$ cat src/rtl/multi_clk_div_pkg.sv
// Shared definitions for the multi-channel clock divider.
//   NChDefault   : default number of divider channels
//   WidthDefault : default bit width of a division ratio
//   ch_idx_w()   : width of a channel index (never less than 1)
package multi_clk_div_pkg;

  localparam int unsigned NChDefault   = 4;
  localparam int unsigned WidthDefault = 8;

  function automatic int unsigned ch_idx_w(input int unsigned n);
    return (n > 1) ? $clog2(n) : 1;
  endfunction

endpackage

$ cat src/rtl/multi_clk_div_ch.sv
// One divider channel: active ratio, shadow ratio with pending flag, phase counter and divided
// clock register. Ratio updates wait for a period boundary, so a period in progress is never cut.
//   clk_i     : reference clock (rising edge)
//   rst_i     : asynchronous active-high reset
//   en_i      : divide enable for this channel
//   wr_i      : accepted ratio write (top only asserts it while pend_o is low)
//   ratio_i   : ratio to place in the shadow register
//   pend_o    : shadow register holds a ratio not yet applied
//   div_clk_o : divided clock, or clk_i itself in bypass
//   tick_o    : high in the first cycle of every divided period
module clk_div_ch
  import multi_clk_div_pkg::*;
#(
  parameter int unsigned WIDTH = WidthDefault
) (
  input  logic             clk_i,
  input  logic             rst_i,
  input  logic             en_i,
  input  logic             wr_i,
  input  logic [WIDTH-1:0] ratio_i,
  output logic             pend_o,
  output logic             div_clk_o,
  output logic             tick_o
);

  localparam logic [WIDTH-1:0] RatioOne = WIDTH'(1);

  logic [WIDTH-1:0] r_q, r_d;
  logic [WIDTH-1:0] shadow_q, shadow_d;
  logic [WIDTH-1:0] cnt_q, cnt_d;
  logic             pend_q, pend_d;
  logic             en_q, en_d;
  logic             div_q, div_d;

  logic             div_mode;
  logic             div_mode_d;
  logic             wrap;
  logic             boundary;
  logic [WIDTH-1:0] half_d;

  // Mode is decoded from registered state so enable changes land on the next edge.
  assign div_mode = en_q && (r_q > RatioOne);
  assign wrap     = (cnt_q == (r_q - RatioOne));
  assign boundary = !div_mode || wrap;

  always_comb begin
    r_d      = r_q;
    shadow_d = shadow_q;
    pend_d   = pend_q;
    en_d     = en_i;
    cnt_d    = boundary ? '0 : cnt_q + RatioOne;

    if (boundary && pend_q) begin
      r_d    = shadow_q;
      pend_d = 1'b0;
      cnt_d  = '0;
    end

    // A write landing on a boundary only sets pending; it is applied at the next boundary.
    if (wr_i && !pend_q) begin
      shadow_d = ratio_i;
      pend_d   = 1'b1;
    end

    div_mode_d = en_i && (r_d > RatioOne);
    if (!div_mode_d) begin
      cnt_d = '0;
    end

    // ceil(R/2) without widening: R=2^WIDTH-1 gives 2^(WIDTH-1), which still fits.
    half_d = (r_d >> 1) + {{(WIDTH-1){1'b0}}, r_d[0]};
    div_d  = div_mode_d && (cnt_d < half_d);
  end

  always_ff @(posedge clk_i or posedge rst_i) begin
    if (rst_i) begin
      r_q      <= '0;
      shadow_q <= '0;
      cnt_q    <= '0;
      pend_q   <= 1'b0;
      en_q     <= 1'b0;
      div_q    <= 1'b0;
    end else begin
      r_q      <= r_d;
      shadow_q <= shadow_d;
      cnt_q    <= cnt_d;
      pend_q   <= pend_d;
      en_q     <= en_d;
      div_q    <= div_d;
    end
  end

  // Mode select and div_q both change on the rising edge while clk_i is high, and divide mode
  // always starts with div_q high, so switching between sources cannot produce a runt pulse.
  assign div_clk_o = div_mode ? div_q : clk_i;
  assign tick_o    = div_mode && (cnt_q == '0);
  assign pend_o    = pend_q;

endmodule

$ cat src/rtl/multi_clk_div.sv
// Multi-channel programmable clock divider. Holds the ratio-write decode and the ready mux;
// each channel is an instance of clk_div_ch.
//   clk_ref     : reference clock, all flops on its rising edge
//   rst         : asynchronous active-high reset
//   i_clk_en    : per-channel divide enable
//   i_cfg_vld   : ratio-write request
//   i_cfg_ch    : target channel of the write
//   i_cfg_ratio : new division ratio
//   o_cfg_rdy   : write can be accepted this cycle (always 1 for a non-existent channel)
//   o_div_clk   : divided clocks
//   o_tick      : one-cycle pulse at the start of each divided period
module multi_clk_div
  import multi_clk_div_pkg::*;
#(
  parameter  int unsigned N_CH  = NChDefault,
  parameter  int unsigned WIDTH = WidthDefault,
  localparam int unsigned ChW   = ch_idx_w(N_CH)
) (
  input  logic             clk_ref,
  input  logic             rst,
  input  logic [N_CH-1:0]  i_clk_en,
  input  logic             i_cfg_vld,
  input  logic [ChW-1:0]   i_cfg_ch,
  input  logic [WIDTH-1:0] i_cfg_ratio,
  output logic             o_cfg_rdy,
  output logic [N_CH-1:0]  o_div_clk,
  output logic [N_CH-1:0]  o_tick
);

  logic [N_CH-1:0] pend;
  logic [N_CH-1:0] wr;
  logic [31:0]     cfg_ch_ext;

  assign cfg_ch_ext = 32'(i_cfg_ch);

  // Index codes with no channel behind them match nothing: ready stays 1, the write is dropped.
  always_comb begin
    o_cfg_rdy = 1'b1;
    wr        = '0;
    for (int unsigned c = 0; c < N_CH; c++) begin
      if (cfg_ch_ext == c) begin
        o_cfg_rdy = ~pend[c];
        wr[c]     = i_cfg_vld & ~pend[c];
      end
    end
  end

  for (genvar g = 0; g < N_CH; g++) begin : g_ch
    clk_div_ch #(
      .WIDTH(WIDTH)
    ) u_ch (
      .clk_i    (clk_ref),
      .rst_i    (rst),
      .en_i     (i_clk_en[g]),
      .wr_i     (wr[g]),
      .ratio_i  (i_cfg_ratio),
      .pend_o   (pend[g]),
      .div_clk_o(o_div_clk[g]),
      .tick_o   (o_tick[g])
    );
  end

endmodule

$ cat config.mk
export PLATFORM = sky130hd
export DESIGN_NAME = multi_clk_div
export DESIGN_NICKNAME = d
export VERILOG_FILES = /design/src/rtl/multi_clk_div_pkg.sv /design/src/rtl/multi_clk_div_ch.sv /design/src/rtl/multi_clk_div.sv
export SDC_FILE = /design/constraint.sdc
export NUM_CORES = 1
export LEC_CHECK = 0
export BUFFER_PORTS_ARGS = -buffer_cell sky130_fd_sc_hd__buf_2
export CAP_MARGIN = 20
export CORE_ASPECT_RATIO = 1.5
export CORE_MARGIN = 2
export CORE_UTILIZATION = 63
export DETAILED_ROUTE_END_ITERATION = 8
export PLACE_DENSITY = 0.78
export SLEW_MARGIN = 20
export SYNTH_ARGS = -nofsm -noshare
export SYNTH_HDL_FRONTEND = slang
export SYNTH_SLANG_ARGS = --single-unit
$ cat constraint.sdc
create_clock -name clk_ref -period 5.4 [get_ports clk_ref]
set_clock_uncertainty 0.1 [all_clocks]
set_input_delay 0.81 -clock clk_ref [delete_from_list [all_inputs] [get_ports clk_ref]]
set_output_delay 0.81 -clock clk_ref [all_outputs]
set_load 0.01 [all_outputs]
==> run summary <==
## Outcome
- finished, final reports clean — outcome

## Yosys
- 108 — register bit total from synthesis
- 100% — fraction of registers with async set/reset
- 0 — count of flip-flops with a built-in enable after synthesis
- 17.8% — post-synthesis share of cell area spent on and, or, nand and nor gates
- 738 — Synth Instances
- 7.99% — compound-gate portion of the synthesized area
- 10.1 um^2 — per-instance average area after synthesis
- sky130_fd_sc_hd__dfrtp_1 36%, sky130_fd_sc_hd__ha_1 10%, sky130_fd_sc_hd__mux2_2 9.1%, sky130_fd_sc_hd__xnor2_1 6.5%, sky130_fd_sc_hd__xor2_1 4.1% — largest cells by area after synthesis
- 36.4% — share of the yosys chip area belonging to registers
- 0 — Yosys Warn Count
- 36.4% — proportion of netlist area held by the largest area contributor
- 10.6% — xor/xnor cell area share of the yosys netlist
- 7420 um^2 — mapped cell area
- simple AND/OR/NAND/NOR gates — combinational family with the most area after synthesis
- 66 — Synth cell types
- 815 — net count after synthesis
- sky130_fd_sc_hd__dfrtp_1 — top_reg_cell synth
- 10.1% — adder-cell area share of the yosys netlist
- 12.3% — portion of netlist area occupied by mux cells
- sky130_fd_sc_hd__dfrtp_1 — cell taking the most area after synthesis

## Route
- 0 — Post-DRT Antenna Nets
- 18.8 um — post-DR wirelength/cell
- 6.18 — via density per instance
- 0 — count of unresolved DRC violations after routing
- 5 — first drt pass iteration count
- 5609 — via count
- 259 — first-iteration detailed-routing DRC count
- 17100 um — post-detailed-routing wire length

## Global routing
- 5689 — vias in the first global route
- 69 — maximum number of pins on one net before global-route repair
- 27900 um — first-pass GRT wire length
- 0 — total gr overflow
- 0 — initial antenna violation count
- 28.3% — total routing usage reported by global routing

## Clocking
- 0 — cells resized by post-CTS repair
- 0 — number of hold-repair buffers added at the cts stage
- 70 ps — Worst-path clk slew
- done — CTS tree
- 470 ps — clock latency on the worst-skew pair

## Critical path
- g_ch[3].u_ch.div_q$_DFF_PP0_ — end of the critical path
- g_ch[3].u_ch.div_q$_DFF_PP0_ — reg-to-reg critical path endpoint
- 660 ps — internal reg-to-reg setup slack
- register — Critical Path Start Type
- sky130_fd_sc_hd__o21ai_0 — Critical Path Slowest Stage Cell
- register to register — critical path class
- 11 — largest driver fanout on the critical path
- register — Worst Setup End Kind
- nor3_4 > nand2_1 > o21ai_0 > o31a_1 > o21a_1 > buf_4 > mux2_2 > ha_1 > nand3_1 > nor2_1 > mux2_2 > xor2_1 > ha_1 > nor2b_1 > o21ai_0 > o2111ai_1 > a221oi_1 — cells along the critical path
- 4980 ps — data arrival time of the critical path
- 5650 ps — Required @ worst endpoint
- g_ch[3].u_ch.r_q[4]$_DFF_PP0_ — Worst setup startpoint
- g_ch[3].u_ch.r_q[4]$_DFF_PP0_ — r2r startpoint
- 17 — worst reg2reg path depth
- 550 ps — delay contributed by the slowest stage of the critical path

## Die
- 137 um — overall die height
- 11500 um^2 — core outline area
- 64.4% — initial core utilization
- 92.6 um — die width
- 26 — I/O pin cnt
- 12700 um^2 — full die area
- 48 — number of cell rows

## Placed design
- 886 — count of placed standard cells including taps
- 25 — Buffers on Ports
- 12400 um — Post-DP HPWL
- 0.899 — Placer Congestion

## STA
- 87.7% — final worst path period share
- 0 — Final setup violation count
- 0 — final count of hold timing violations
- false — unrepaired setup endpoints after global routing
- 30.2% — Slew headroom
- 211 MHz — timing-limited maximum frequency
- 4740 ps — min cycle time layout
- 1040 ps — Worst-Margin Slew
- 0 — count of final max-slew check failures
- 0 ps — post-route setup TNS

## Power
- 3.49 nW — leakage power total
- 476 nW/um^2 — power density over the cells
- 0.190 mV — Worst IR Drop VDD

## Flow run
- 0 — reported max-cap violation count

## Final layout
- 830 — final layout net count
- 7.64% — area growth from synthesis to layout
- sky130_fd_sc_hd__dfrtp_1 — leading cell type in the layout, fill and taps excluded
- 4370 um^2 — multi-input logic area
- 0 — Antenna Diode Count
- 908 — final std cells w/o fill
- 873 — count of filler cells inserted in the layout
- 18.3% — ratio of cells with drive above 1 in the final layout
- 2700 um^2 — FF/Latch Area
- 108 x sky130_fd_sc_hd__dfrtp_1, 65 x sky130_fd_sc_hd__nor2_1, 60 x sky130_fd_sc_hd__mux2_2, 60 x sky130_fd_sc_hd__ha_1, 55 x sky130_fd_sc_hd__xnor2_1 — commonest cells after routing, fill and taps aside

## Min path
- input port to register — classification of the worst-slack hold path

==> per-layer routing <==
metal	share of wire (%)	global-route usage, %
met2	53	50.1
met3	4.9	5.67
met4	3.6	14.4
met5	0	0
met1	39	32.3
==> flip-flops by register name (all words and copies together) (netlist names) <==
name                count
g_ch.u_ch.cnt_q        32
g_ch.u_ch.r_q          32
g_ch.u_ch.div_q         4
g_ch.u_ch.shadow_q     32
g_ch.u_ch.en_q          4
g_ch.u_ch.pend_o        4
==> cells in the mapped netlist (all sizes together) (21+ instances only) <==
| cell type | count |
|---|---|
| nand3 | 52 |
| o21ai | 22 |
| xor2 | 35 |
| xnor2 | 55 |
| buf | 21 |
| mux2 | 64 |
| dfrtp | 108 |
| nand2 | 35 |
| ha | 60 |
| inv | 38 |
| nor3 | 24 |
| nor2 | 65 |
==> kinds of logic (layout without fill, tap and decap cells) <==
family | count (synthesis) | in the layout
buf+inv | 70 | 90
simple gates | 248 | 248
mux | 81 | 81
xor+xnor | 90 | 90
flops | 108 | 108
compound gates | 81 | 81
fa+ha+maj | 60 | 60
==> worst max-delay path: cells and delay by family, from the launching register on <==
family	cells	cell delay [ps]
AOI/OAI and AO/OA	6	1710
xor gates and xnor gates	1	150
adders and majority gates	2	580
buffers and inverters	1	260
DFF	1	460
muxes	2	640
and+or+nand+nor	5	710
==> power breakdown <==
part,switching (W),internal [W]
clock network,0.000375,0.000530
logic,0.000795,0.000726
registers,0.000367,0.00101
total,0.00154,0.00227
==> how the worst min path moves through the flow <==
stage,from,endpoint,slack [ps],cells after the start
global route,i_clk_en[2],g_ch[2].u_ch.en_q$_DFF_PP0_,390,1
CTS,i_clk_en[3],g_ch[3].u_ch.en_q$_DFF_PP0_,380,1
global placement,g_ch[0].u_ch.shadow_q[0]$_DFFE_PP0P_,g_ch[0].u_ch.shadow_q[0]$_DFFE_PP0P_,390,1
detailed placement,g_ch[0].u_ch.shadow_q[1]$_DFFE_PP0P_,g_ch[0].u_ch.shadow_q[1]$_DFFE_PP0P_,400,1
floorplan,g_ch[1].u_ch.shadow_q[0]$_DFFE_PP0P_,g_ch[1].u_ch.shadow_q[0]$_DFFE_PP0P_,380,1
finish,i_clk_en[2],g_ch[2].u_ch.en_q$_DFF_PP0_,390,1
==> layout make-up <==
| class | instances | area share (%) |
|---|---|---|
| timing repair buffer | 28 | 1.97 |
| multi-input combinational | 560 | 54.7 |
| clock inverter | 5 | 0.783 |
| sequential | 108 | 33.8 |
| inverter | 38 | 1.82 |
| tap | 150 | 2.35 |
| clock buffer | 19 | 4.54 |
==> repair_timing <==
action | in CTS | in global routing
hold endpoints to repair | 0 | 0
buffers inserted | 0 | 2
endpoints found under the setup margin | 0 | 1
==> per-stage QoR <==
step                power [W]  hold WS [ps]  utilization, %  setup WS, ps  cell area, um^2
floorplan             0.00258           377               -          1140             7420
global placement      0.00283           392            65.6           754             7560
detailed placement    0.00291           400            65.6           522             7560
CTS                   0.00380           384            69.1           468             7970
global route          0.00405           389            69.3           305             7990
finish                0.00380           392            69.3           665             7990
(Power assumes the default switching activity.)
